<file path="config.mk">
export PLATFORM = sky130hd
export DESIGN_NAME = uart_rx_oversampled_flat
export DESIGN_NICKNAME = d
export VERILOG_FILES = /design/src/rtl/uart_rx_oversampled_if.sv /design/src/rtl/uart_rx_oversampled.sv /design/src/flat_wrapper.sv
export SDC_FILE = /design/constraint.sdc
export NUM_CORES = 1
export LEC_CHECK = 0
export BUFFER_PORTS_ARGS = -buffer_cell sky130_fd_sc_hd__buf_2
export CAP_MARGIN = 20
export CORE_MARGIN = 1
export CORE_UTILIZATION = 51
export CTS_CLUSTER_DIAMETER = 50
export CTS_CLUSTER_SIZE = 16
export DETAILED_ROUTE_END_ITERATION = 12
export GPL_TIMING_DRIVEN = 0
export PLACE_DENSITY = 0.81
export SLEW_MARGIN = 10
export SYNTH_ARGS = -nofsm -noshare
export SYNTH_HDL_FRONTEND = slang
export SYNTH_SLANG_ARGS = --single-unit
</file>
<file path="constraint.sdc">
create_clock -name clk -period 1.53 [get_ports clk]
set_input_delay 0.153 -clock clk [delete_from_list [all_inputs] [get_ports clk]]
set_output_delay 0.153 -clock clk [all_outputs]
set_load 0.01 [all_outputs]
</file>
<file path="src/rtl/uart_rx_oversampled_if.sv">
// uart_rx_oversampled_if: oversample tick, serial line and received-byte outputs of the UART receiver.
// parity_error exists only when UART_RX_PARITY_EN is defined.
interface uart_rx_oversampled_if #(parameter int DATA_BITS = 8);
    logic                 en_baud;
    logic                 rx;
    logic [DATA_BITS-1:0] data_out;
    logic                 data_valid;
    logic                 frame_error;
    logic                 busy;
`ifdef UART_RX_PARITY_EN
    logic                 parity_error;
    modport master (output en_baud, rx, input data_out, data_valid, frame_error, busy, parity_error);
    modport slave  (input en_baud, rx, output data_out, data_valid, frame_error, busy, parity_error);
`else
    modport master (output en_baud, rx, input data_out, data_valid, frame_error, busy);
    modport slave  (input en_baud, rx, output data_out, data_valid, frame_error, busy);
`endif
endinterface

</file>
<file path="src/rtl/uart_rx_oversampled.sv">
// uart_rx_oversampled: oversampled 8N1 UART receiver with framing-error detect.
// Defining UART_RX_PARITY_EN adds an even-parity bit before the stop bit and a parity_error pulse.
module uart_rx_oversampled #(
    parameter int OVERSAMPLE = 16,
    parameter int DATA_BITS  = 8
) (
    input logic              clk,
    input logic              rst_n,
    uart_rx_oversampled_if.slave bus
);
    localparam int TW = $clog2(OVERSAMPLE);
    localparam int BW = (DATA_BITS > 1) ? $clog2(DATA_BITS) : 1;
    localparam logic [TW-1:0] HALF = TW'(OVERSAMPLE / 2 - 1);
    localparam logic [TW-1:0] LAST = TW'(OVERSAMPLE - 1);
    localparam logic [BW-1:0] LAST_BIT = BW'(DATA_BITS - 1);
    typedef enum logic [2:0] {
        IDLE,
        START,
        DATA,
`ifdef UART_RX_PARITY_EN
        PARITY,
`endif
        STOP
    } state_t;
    state_t               state_q, state_d;
    logic [TW-1:0]        tick_q, tick_d;
    logic [BW-1:0]        bit_q, bit_d;
    logic [DATA_BITS-1:0] shift_q, shift_d, data_q, data_d;
    logic                 valid_q, valid_d, ferr_q, ferr_d;
    logic                 rx_meta_q, rx_s_q;
    logic                 armed_q, armed_d;
    logic                 par_ok;
`ifdef UART_RX_PARITY_EN
    logic                 par_q, par_d, perr_q, perr_d;
    assign par_ok = ~(^shift_q ^ par_q);
`else
    assign par_ok = 1'b1;
`endif
    always_comb begin
        state_d = state_q;
        tick_d  = tick_q;
        bit_d   = bit_q;
        shift_d = shift_q;
        data_d  = data_q;
        valid_d = 1'b0;
        ferr_d  = 1'b0;
        // re-arming after a framing error needs the line seen high on a tick
        armed_d = armed_q | (bus.en_baud & rx_s_q);
`ifdef UART_RX_PARITY_EN
        par_d   = par_q;
        perr_d  = 1'b0;
`endif
        if (bus.en_baud) begin
            case (state_q)
                IDLE: if (armed_q && !rx_s_q) begin
                    state_d = START;
                    tick_d  = '0;
                end
                START: if (tick_q == HALF) begin
                    tick_d  = '0;
                    bit_d   = '0;
                    state_d = rx_s_q ? IDLE : DATA;
                end else tick_d = tick_q + TW'(1);
                DATA: if (tick_q == LAST) begin
                    shift_d = {rx_s_q, shift_q[DATA_BITS-1:1]};
                    tick_d  = '0;
                    bit_d   = bit_q + BW'(1);
`ifdef UART_RX_PARITY_EN
                    if (bit_q == LAST_BIT) state_d = PARITY;
`else
                    if (bit_q == LAST_BIT) state_d = STOP;
`endif
                end else tick_d = tick_q + TW'(1);
`ifdef UART_RX_PARITY_EN
                PARITY: if (tick_q == LAST) begin
                    par_d   = rx_s_q;
                    tick_d  = '0;
                    state_d = STOP;
                end else tick_d = tick_q + TW'(1);
`endif
                STOP: if (tick_q == LAST) begin
                    tick_d  = '0;
                    state_d = IDLE;
                    if (!rx_s_q) begin
                        ferr_d  = 1'b1;
                        armed_d = 1'b0;
                    end else if (par_ok) begin
                        valid_d = 1'b1;
                        data_d  = shift_q;
                    end
`ifdef UART_RX_PARITY_EN
                    else perr_d = 1'b1;
`endif
                end else tick_d = tick_q + TW'(1);
                default: state_d = IDLE;
            endcase
        end
    end
    always_ff @(posedge clk or negedge rst_n) begin
        if (!rst_n) begin
            state_q   <= IDLE;
            tick_q    <= '0;
            bit_q     <= '0;
            shift_q   <= '0;
            data_q    <= '0;
            valid_q   <= 1'b0;
            ferr_q    <= 1'b0;
            rx_meta_q <= 1'b1;
            rx_s_q    <= 1'b1;
            armed_q   <= 1'b1;
`ifdef UART_RX_PARITY_EN
            par_q     <= 1'b0;
            perr_q    <= 1'b0;
`endif
        end else begin
            state_q   <= state_d;
            tick_q    <= tick_d;
            bit_q     <= bit_d;
            shift_q   <= shift_d;
            data_q    <= data_d;
            valid_q   <= valid_d;
            ferr_q    <= ferr_d;
            rx_meta_q <= bus.rx;
            rx_s_q    <= rx_meta_q;
            armed_q   <= armed_d;
`ifdef UART_RX_PARITY_EN
            par_q     <= par_d;
            perr_q    <= perr_d;
`endif
        end
    end
    assign bus.data_out    = data_q;
    assign bus.data_valid  = valid_q;
    assign bus.frame_error = ferr_q;
    assign bus.busy        = (state_q != IDLE);
`ifdef UART_RX_PARITY_EN
    assign bus.parity_error = perr_q;
`endif
endmodule

</file>
<file path="src/flat_wrapper.sv">
// flat-port wrapper written by rule: the top's interface ports become plain ports
module uart_rx_oversampled_flat 
#(
    parameter int OVERSAMPLE = 16,
    parameter int DATA_BITS  = 8
)
  (clk, rst_n, bus_en_baud, bus_rx, bus_data_out, bus_data_valid, bus_frame_error, bus_busy);
  uart_rx_oversampled_if #(.DATA_BITS(DATA_BITS)) bus_i ();
  input logic clk;
  input logic rst_n;
  input wire logic [$bits(bus_i.en_baud)-1:0] bus_en_baud;
  input wire logic [$bits(bus_i.rx)-1:0] bus_rx;
  output wire logic [$bits(bus_i.data_out)-1:0] bus_data_out;
  output wire logic [$bits(bus_i.data_valid)-1:0] bus_data_valid;
  output wire logic [$bits(bus_i.frame_error)-1:0] bus_frame_error;
  output wire logic [$bits(bus_i.busy)-1:0] bus_busy;
  assign bus_i.en_baud = bus_en_baud;
  assign bus_i.rx = bus_rx;
  assign bus_data_out = bus_i.data_out;
  assign bus_data_valid = bus_i.data_valid;
  assign bus_frame_error = bus_i.frame_error;
  assign bus_busy = bus_i.busy;
  uart_rx_oversampled #(.OVERSAMPLE(OVERSAMPLE), .DATA_BITS(DATA_BITS)) u_core (.clk(clk), .rst_n(rst_n), .bus(bus_i));
endmodule
</file>
# == After elaboration in Yosys (flattened, before gate mapping) ==
# Index checks and enable logic that the tools add are counted.
# classes
n_addsub,2
n_mul,0
div_mod_pow,0
magnitude_cmp,0
eq_ne,11
n_shift,0
n_mux,26
n_bitwise,2
reduce_logical,12
# ops
op,count
$mux W3,7
$mux W1,12
$mux W4,3
$pmux W3 S4,1
$pmux W4 S3,1
$ne A2 B1 Y1 const B,5
$reduce_and A4 Y1,2
$eq A3 B2 Y1 const B,2
$pmux W3 S2,1
$reduce_and A3 Y1,2
$reduce_and A6 Y1,1
$reduce_bool A3 Y1,2
$add A4 B1 Y4 const B,1
$eq A4 B3 Y1 const B,1
$eq A4 B4 Y1 const B,1
$add A3 B1 Y3 const B,1
$eq A3 B1 Y1 const B,1
$eq A3 B3 Y1 const B,1
$logic_not A3 Y1,1
$mux W2,1
$reduce_bool A2 Y1,1
$reduce_or A2 Y1,1
$and A1 B1 Y1,1
$logic_and A1 B1 Y1,1
other kinds (2),2
# word_totals
reg_bits,31
latchBits,0
mem_bits_rw,0
romBits,0
memories,0

# == Depth between registers and ports, before layout ==
# Gate-level depths: netlist of the first run.
# logic_depth
word_depth,6
ltp_mapped,5
ltp_nobuf,4

# == Worst setup path after synthesis of the first run ==
# Ideal clock, no wire load.
# synth_timing
kind,register -> register
startpoint,register u_core.tick_q[0]
endpoint,register u_core.shift_q[0]
setup_ns,0.125
arrival_time_ns,1.421
required_ns,1.405
path_slack_ns,-0.016
path_stages_with_launch,5
path_cell_list,dfrtp_1 -> ha_1 -> nand4_4 -> nor2_8 -> mux2_2
# synth_between
elab_chain_cells,2
# synth_rtl
item,line_no,text
"start, declared",uart_rx_oversampled.sv:26,"logic [TW-1:0] tick_q, tick_d;"
"start signal, assigned",uart_rx_oversampled.sv:117,tick_q <= tick_d;
$eq A4 B4 Y1,uart_rx_oversampled.sv:64,DATA: if (tick_q == LAST) begin
$reduce_and A3 Y1 (no line),n/a,
"end signal, assigned",uart_rx_oversampled.sv:119,shift_q <= shift_d;
"end, declared",uart_rx_oversampled.sv:28,"logic [DATA_BITS-1:0] shift_q, shift_d, data_q, data_d;"
# Every way passes these cells.
# A chain may end at the register's enable or synchronous reset.

# == Worst setup path in the final report of the first run ==
# layout_timing
startpoint,register u_core.tick_q[1]
endpoint,register u_core.shift_q[3]
# Same word-level chain as after synthesis.

==> results of run 1 <==
[worst paths after layout]
kind	start	slack (ps)	end
max	u_core.tick_q[1]	-50	u_core.shift_q[3]
min	bus_en_baud	190	u_core.armed_q
max reg2reg	u_core.tick_q[1]	-50	u_core.shift_q[3]
min reg2reg	u_core.rx_meta_q	360	u_core.rx_s_q
max in group asynchronous	rst_n	730	u_core.bus.data_out[5]
min in group asynchronous	rst_n	370	u_core.bus.frame_error
[power groups by stage]
stage	Clock, mW	Sequential [mW]	Combinational [mW]
final	0.504	0.938	0.554
after global routing	0.539	0.947	0.608
after CTS	0.516	0.933	0.509
after detailed placement	0	0.939	0.451
after global placement	0	0.934	0.428
after floorplan	0	0.925	0.355
[what timing repair did]
action                                  CTS  global route
gates cloned                              2             0
pin swaps                                 3             2
setup buffers                             3             3
hold buffers                              2             0
resized for setup                         3            15
endpoints found under the hold margin    28             0
endpoints found under the setup margin   16            18
[sequential cells by signal (all words and copies together) (netlist names), 2 cells and up]
signal,cells
u_core.tick_q,4
u_core.state_q,2
u_core.shift_q,8
u_core.bit_q,3
u_core.bus.data_out,8
[per-layer routing]
| metal | up-vias | global-route usage | wire [microns] |
|---|---|---|---|
| met5 | - | 0 | 0 |
| met4 | 0 | 0.145 | 54 |
| met3 | 7 | 0.0661 | 119 |
| met2 | 24 | 0.388 | 1480 |
| met1 | 487 | 0.254 | 1220 |
| li1 | 445 | - | - |
[stage by stage]
step / utilization / hold WS (ps)
2_1_floorplan: - / -143
3_3_place_gp: 0.583 / 205
3_5_place_dp: 0.583 / 214
4_1_cts: 0.641 / 170
5_1_grt: 0.672 / 262
6_report: 0.672 / 190
[Yosys cell counts, drive strengths merged, types with 4 or more instances]
master	number
nand2	4
buf	4
nor2	4
nor2b	4
mux2	16
o21ai	8
dfrtp	27
[cell families after synthesis]
logic type | count (synthesis) | synth area share
muxes | 17 | 0.141
and+or+nand+nor | 23 | 0.123
xor gates and xnor gates | 2 | 0.0130
buffers and inverters | 7 | 0.0231
adders and majority gates | 3 | 0.0278
DFF | 30 | 0.558
AOI/OAI and AO/OA | 24 | 0.114
[critical path: stages, from the launching register on]
cell and delay, ps:
sky130_fd_sc_hd__dfrtp_1 430, sky130_fd_sc_hd__ha_4 190, sky130_fd_sc_hd__nand4_4 230, sky130_fd_sc_hd__nor2_4 250
sky130_fd_sc_hd__mux2_2 360
[layout make-up]
type / count / area (sq um)
buffer: 4 / 20.0
clock buffer: 6 / 51.3
clock inverter: 2 / 12.5
fill: 190 / 820
inverter: 3 / 11.3
multi-input combinational: 71 / 663
sequential: 30 / 754
tap: 30 / 37.5
timing repair buffer: 21 / 130
==> run summary, run 1 <==
The number of global-route vias before repair is 948. Setup repair after global routing could not meet its margin everywhere. The number of flops mapped to enable cells by yosys works out to 0.

Yosys mapped the design onto 32 distinct sky130hd cell types. The first global-routing pass estimated 4400 microns of wire. The worst setup path is of the register to register kind.

Total placed cells including tap cells: 149. Most common cell after layout, fill and taps aside: sky130_fd_sc_hd__dfrtp_1. Each instance of the synthesized netlist takes up on average 12.7 sq um.

Summed over all layers, the global routing overflow is 0. The final hold violation count is 0, and the area of the placeable core is 2500 sq um. The number of cells on the worst hold path was 3. Net switching power of the design: 0.675 mW. The async set-reset flop share out of synthesis was 1.00. Number of antenna violations at the first check in global routing: 0.

The vertical die dimension is 53.5 microns. The final instance area was 1680 sq um; the ratio of final minimum period to clock period was 1.03. Number of diodes added for antenna fixing: 0. Startpoint kind of the worst setup timing path: a register. The floorplan has 18 rows.

The die is 53.5 microns wide. The part of the power in registers was 0.470. The run finished, with violations left. Placed wire-length estimate after detailed placement: 1670 microns. The finished layout holds 167 standard cells, fillers aside.

The floorplan step defined a die boundary enclosing 2860 sq um. For the worst flop-to-flop path, the logic depth is 4. The first TritonRoute pass finished after 4 iterations. The clock edge transition at the registers on the reported setup and hold paths came out at 100 ps. Counting every sink on the clock net gives 30.

sky130_fd_sc_hd__dfrtp_1 takes more of the synthesized area than any other cell. The layout overhead on the synthesized area is 24.4%. The register bit total from synthesis is 30, and the global placer's final weighted congestion is 0.810.

The initial core utilization came out at 0.541. The fraction of final layout cells with drive strength greater than 1 is 0.423. The count of final max-slew check failures came out at 0. The overall fraction of global-route tracks in use is 0.231, and the number of setup violations in the final report is 8. The insertion delay of the later-clocked pin in the worst-skew pair was 330 ps; the total design power was 2.00 mW. The leakage power summed over all cells is 0.831 nW. For this run, the leading register cell type out of synthesis is sky130_fd_sc_hd__dfrtp_1. The final reports fail on setup timing. The cell internal power dissipation was 1.32 mW. The worst path arrival time is 1800 ps. In this run the tool buffered the top-level ports with 13 buffer cells.

In this run the count of I/O pins placed on the die edge is 15. For the pin with the worst max-slew slack, the measured transition is 650 ps. The power per cell area came out at 1190 nW/um^2.

The worst setup skew after layout was 6.86 ps; the total via count in the routed design was 963. The run gives -52.8 ps as the setup slack after layout. The share of total power consumed by net switching is 0.338. The post-place instance area was 1460 sq um. The worst max-slew margin expressed relative to the limit was 0.567. In this run the worst path has a maximum fanout of 6. The tools report the net count after synthesis as 113.

The worst endpoint required time was 1750 ps; the cell area after technology mapping was 1350 sq um. The number of design rule violations left after detail routing is 0. For the fraction of the yosys area taken by sequential cells, the log shows 0.558. STA classifies the critical path endpoint as a register. For the worst voltage drop across the vdd grid, the log shows 1020 uV. The part of the total power dissipated in the clock network was 0.253.

In the layout the commonest cells are 27 x sky130_fd_sc_hd__dfrtp_1, 17 x sky130_fd_sc_hd__buf_2, 14 x sky130_fd_sc_hd__mux2_4, 8 x sky130_fd_sc_hd__o21ai_0, 6 x sky130_fd_sc_hd__buf_4. The logic gate share of total power was 0.278; the number of synthesis warnings was 0. Static timing analysis puts the maximum clock frequency at 0.632 GHz.

In the final timing run, aggregate negative setup slack is -173 ps. The tools report the post-detailed-route count of antenna-violating nets as 0. The clock passes through at most 2 buffers. Counting every instance in the synthesized netlist gives 106.

TritonCTS built the clock tree. In this run the number of H-tree levels came out at 2. The worst hold-check path type was primary input to register. Entering global routing, the biggest net connects 31 pins.

The area share of the largest cell type after synthesis is 0.500, and the final critical delay including setup and external delays is 1580 ps. Dividing the detail-routed wire length by the instance count gives 17.2 microns. The final layout contains 143 nets. Yosys attributes the largest share of cell area to sky130_fd_sc_hd__dfrtp_1 50%, sky130_fd_sc_hd__mux2_2 13%, sky130_fd_sc_hd__dfstp_2 5.8%.

Wires add up to 2870 microns. The detailed router finished its first iteration with 18 violations. The worst setup timing slack at the placement stage was -135 ps.

Using the TritonRoute via totals, the vias-per-cell ratio works out to 5.77. The root buffer cell was sky130_fd_sc_hd__clkbuf_4. Buffers inserted during clock tree synthesis total 5. The tools report the reported max-cap violation count as 0.
Note: power is estimated with default switching activity, not from simulation.
==> run 2: changes to the inputs <==
- MAX_ROUTING_LAYER: unset -> met4
==> run 2 against run 1 <==
  * Routed wire length is 0.77% higher
  * The run still ends with setup timing left
  * First-iteration DRC count is 39% lower
  * Clock power hardly changed
  * Register-to-register slack hardly changed
  * Critical path type unchanged
  * Sequential cell count stayed put
  * Highest routed layer unchanged
  * Die area stayed put
  * Setup slack worse by 3.0 ps
==> run summary, run 2 (same netlist as run 1, synthesis figures left out) <==
The largest driver fanout on the critical path is 6 (unchanged). The count of pins on the block boundary was 15 (unchanged). The placed wire-length estimate after detailed placement came out at 1670 microns (unchanged). The run finished, with violations left. The tools report the initial core utilization as 0.541 (unchanged).

The vertical die dimension is 53.5 microns (unchanged). The cell row count came out at 18 (unchanged). The run gives 4 (unchanged) as the total iterations of the first detailed-routing run. The run gives 4400 microns (unchanged) as the wire length of the first global-routing pass. The power per cell area came out at 1190 nW/um^2 (about the same). The layout overhead on the synthesized area was 24.4% (unchanged); the total design power was 2.00 mW (about the same).

The count of final max-slew check failures came out at 0 (unchanged). Walking the worst path, the cells encountered are ha_4 > nand4_4 > nor2_4 > mux2_2. The clock edge transition at the registers on the reported setup and hold paths was 100 ps (about the same); the number of antenna violations at the first check in global routing was 0 (unchanged). The routed length per instance works out to 17.3 microns (+0.77%).

The tree is rooted in a sky130_fd_sc_hd__clkbuf_4. Cell at the slowest stage of the critical path: sky130_fd_sc_hd__dfrtp_1. TritonCTS built the clock tree. The logs give 1740 ps (about the same) for the worst endpoint required time and 330 ps (about the same) for the insertion delay of the later-clocked pin in the worst-skew pair. For the number of filler cells placed in the layout, the log shows 190 (unchanged). The worst setup path is launched from a register. The final hold violation count came out at 0 (unchanged).

In the layout the commonest cells are 27 x sky130_fd_sc_hd__dfrtp_1, 17 x sky130_fd_sc_hd__buf_2, 14 x sky130_fd_sc_hd__mux2_4, 8 x sky130_fd_sc_hd__o21ai_0, 6 x sky130_fd_sc_hd__buf_4. Most common cell after layout, fill and taps aside: sky130_fd_sc_hd__dfrtp_1. The run gives 0 (unchanged) as the residual overflow from global routing. The worst-margin pin slew is 653 ps (+2.73 ps), and the overall routed net length is 2900 microns (+0.77%).

The number of design rule violations left after detail routing came out at 0 (unchanged). Fraction of final layout cells with drive strength greater than 1: 0.423 (unchanged). The run gives 0.631 GHz (-0.19%) as the maximum clock frequency. The peak per-stage delay on the critical path was 430 ps (about the same); the total via count in the routed design was 965 (+0.21%). By startpoint and endpoint, the worst setup path is classified as register to register.

The count of input and output buffers works out to 13 (unchanged). Final critical delay including setup and external delays: 1590 ps (+2.98 ps). The width of the chip was 53.5 microns (unchanged). The leakage power summed over all cells was 0.831 nW (unchanged); the area of the placeable core was 2500 sq um (unchanged).

Number of diodes added for antenna fixing: 0 (unchanged). Setup repair after global routing could not meet its margin everywhere. The maximum number of pins on one net before global-route repair is 31 (unchanged), and the H-tree depth is 2 (unchanged). The area of the die was 2860 sq um (unchanged); the violation count after the first detailed-routing iteration was 11 (-7).

Worst hold-check path type: primary input to register. The tools report the final-stage net count as 143 (unchanged). The reported max-cap violation count was 0 (unchanged); the overall fraction of global-route tracks in use was 0.237 (+0.00545). The worst max-slew margin expressed relative to the limit was 0.565 (-0.00182); the number of buffers between clock root and the deepest sink was 2 (unchanged). The worst setup skew after layout is 8.41 ps (+1.56 ps), and the utilization of the core after routing is 0.672 (unchanged). The tools report the post-place instance area as 1460 sq um (unchanged).

The tools report the total clock buffers created by CTS as 5 (unchanged). Number of global-route vias before repair: 948 (unchanged). STA classifies the critical path endpoint as a register. The tools report the post-detailed-route count of antenna-violating nets as 0 (unchanged). The checks that failed: setup timing.

The ratio of final minimum period to clock period is 1.04 (+0.00195), and the worst voltage drop across the vdd grid is 1020 uV (about the same). The number of setup violations in the final report is 12 (+4), and the clock sink total is 30 (unchanged). The final instance area is 1680 sq um (unchanged).

The global placer's final weighted congestion was 0.822 (+1.5%). The tools report the worst path arrival time as 1800 ps (about the same). For the setup slack after layout, the log shows -55.7 ps (-2.98 ps). Mean number of vias per cell: 5.78 (+0.21%).
run 2: cell counts in the layout (fill, tap and decap cells not counted):
No cell type changed its count.
run 2: worst max-delay path, delay by kind of cell (launching register included):
kind | cells | cell delay (ps)
fa+ha+maj | 1 | 190
simple gates | 2 | 480
mux | 1 | 360
flops | 1 | 430
run 2: area by class of cell:
type / instances / area, sq um / share of cell area
plain buffers: 4 / 20.0 / 0.0119
clock buffers: 6 / 51.3 / 0.0305
clock inverters: 2 / 12.5 / 0.00745
inverters: 3 / 11.3 / 0.00670
multi-input cells: 71 / 663 / 0.395
flip-flops and latches: 30 / 754 / 0.449
well taps: 30 / 37.5 / 0.0223
repair buffers: 21 / 130 / 0.0774
run 2: per-layer routing:
| layer | vias up | share of wire | track usage |
|---|---|---|---|
| met5 | - | 0 | - |
| met2 | 31 | 0.51 | 0.388 |
| li1 | 445 | - | - |
| met3 | 9 | 0.044 | 0.0632 |
| met1 | 480 | 0.42 | 0.254 |
| met4 | 0 | 0.018 | 0.145 |
run 2: through the flow:
stage / worst slack [ps] / cells / TNS [ps] / hold WS, ps
CTS: -2.22 / 164 / -2.22 / 170
detailed placement: -135 / 149 / -1970 / 214
global route: -85.6 / 167 / -754 / 262
global placement: -96.5 / 149 / -1470 / 205
finish: -55.7 / 167 / -206 / 192
floorplan: 29.6 / 106 / 0 / -143
run 2: worst paths after layout:
| kind | start | to | slack [ps] | depth (start not counted) |
|---|---|---|---|---|
| worst max-delay path | u_core.tick_q[1] | u_core.shift_q[3] | -60 | 4 |
| worst min-delay path | bus_en_baud | u_core.armed_q | 190 | 3 |
| worst max register to register | u_core.tick_q[1] | u_core.shift_q[3] | -60 | 4 |
| worst min register to register | u_core.rx_meta_q | u_core.rx_s_q | 360 | 0 |
| max in group asynchronous | rst_n | u_core.shift_q[5] | 730 | 2 |
| min in group asynchronous | rst_n | u_core.bus.frame_error | 370 | 2 |
run 2: report_power, final:
part	leakage (nW)	total [mW]	internal [mW]	switching, mW
clock network	0.0343	0.504	0.221	0.283
registers	0.397	0.938	0.864	0.0739
logic	0.400	0.555	0.237	0.318
total	0.831	2.00	1.32	0.675
run 2: repair_timing:
item                                   CTS  global route
cloned                                   2             0
hold buffers                             2             0
setup endpoints to repair               16            18
pin swaps                                3             2
endpoints found under the hold margin   28             0
gates resized for setup                  3            15
buffers inserted                         3             3
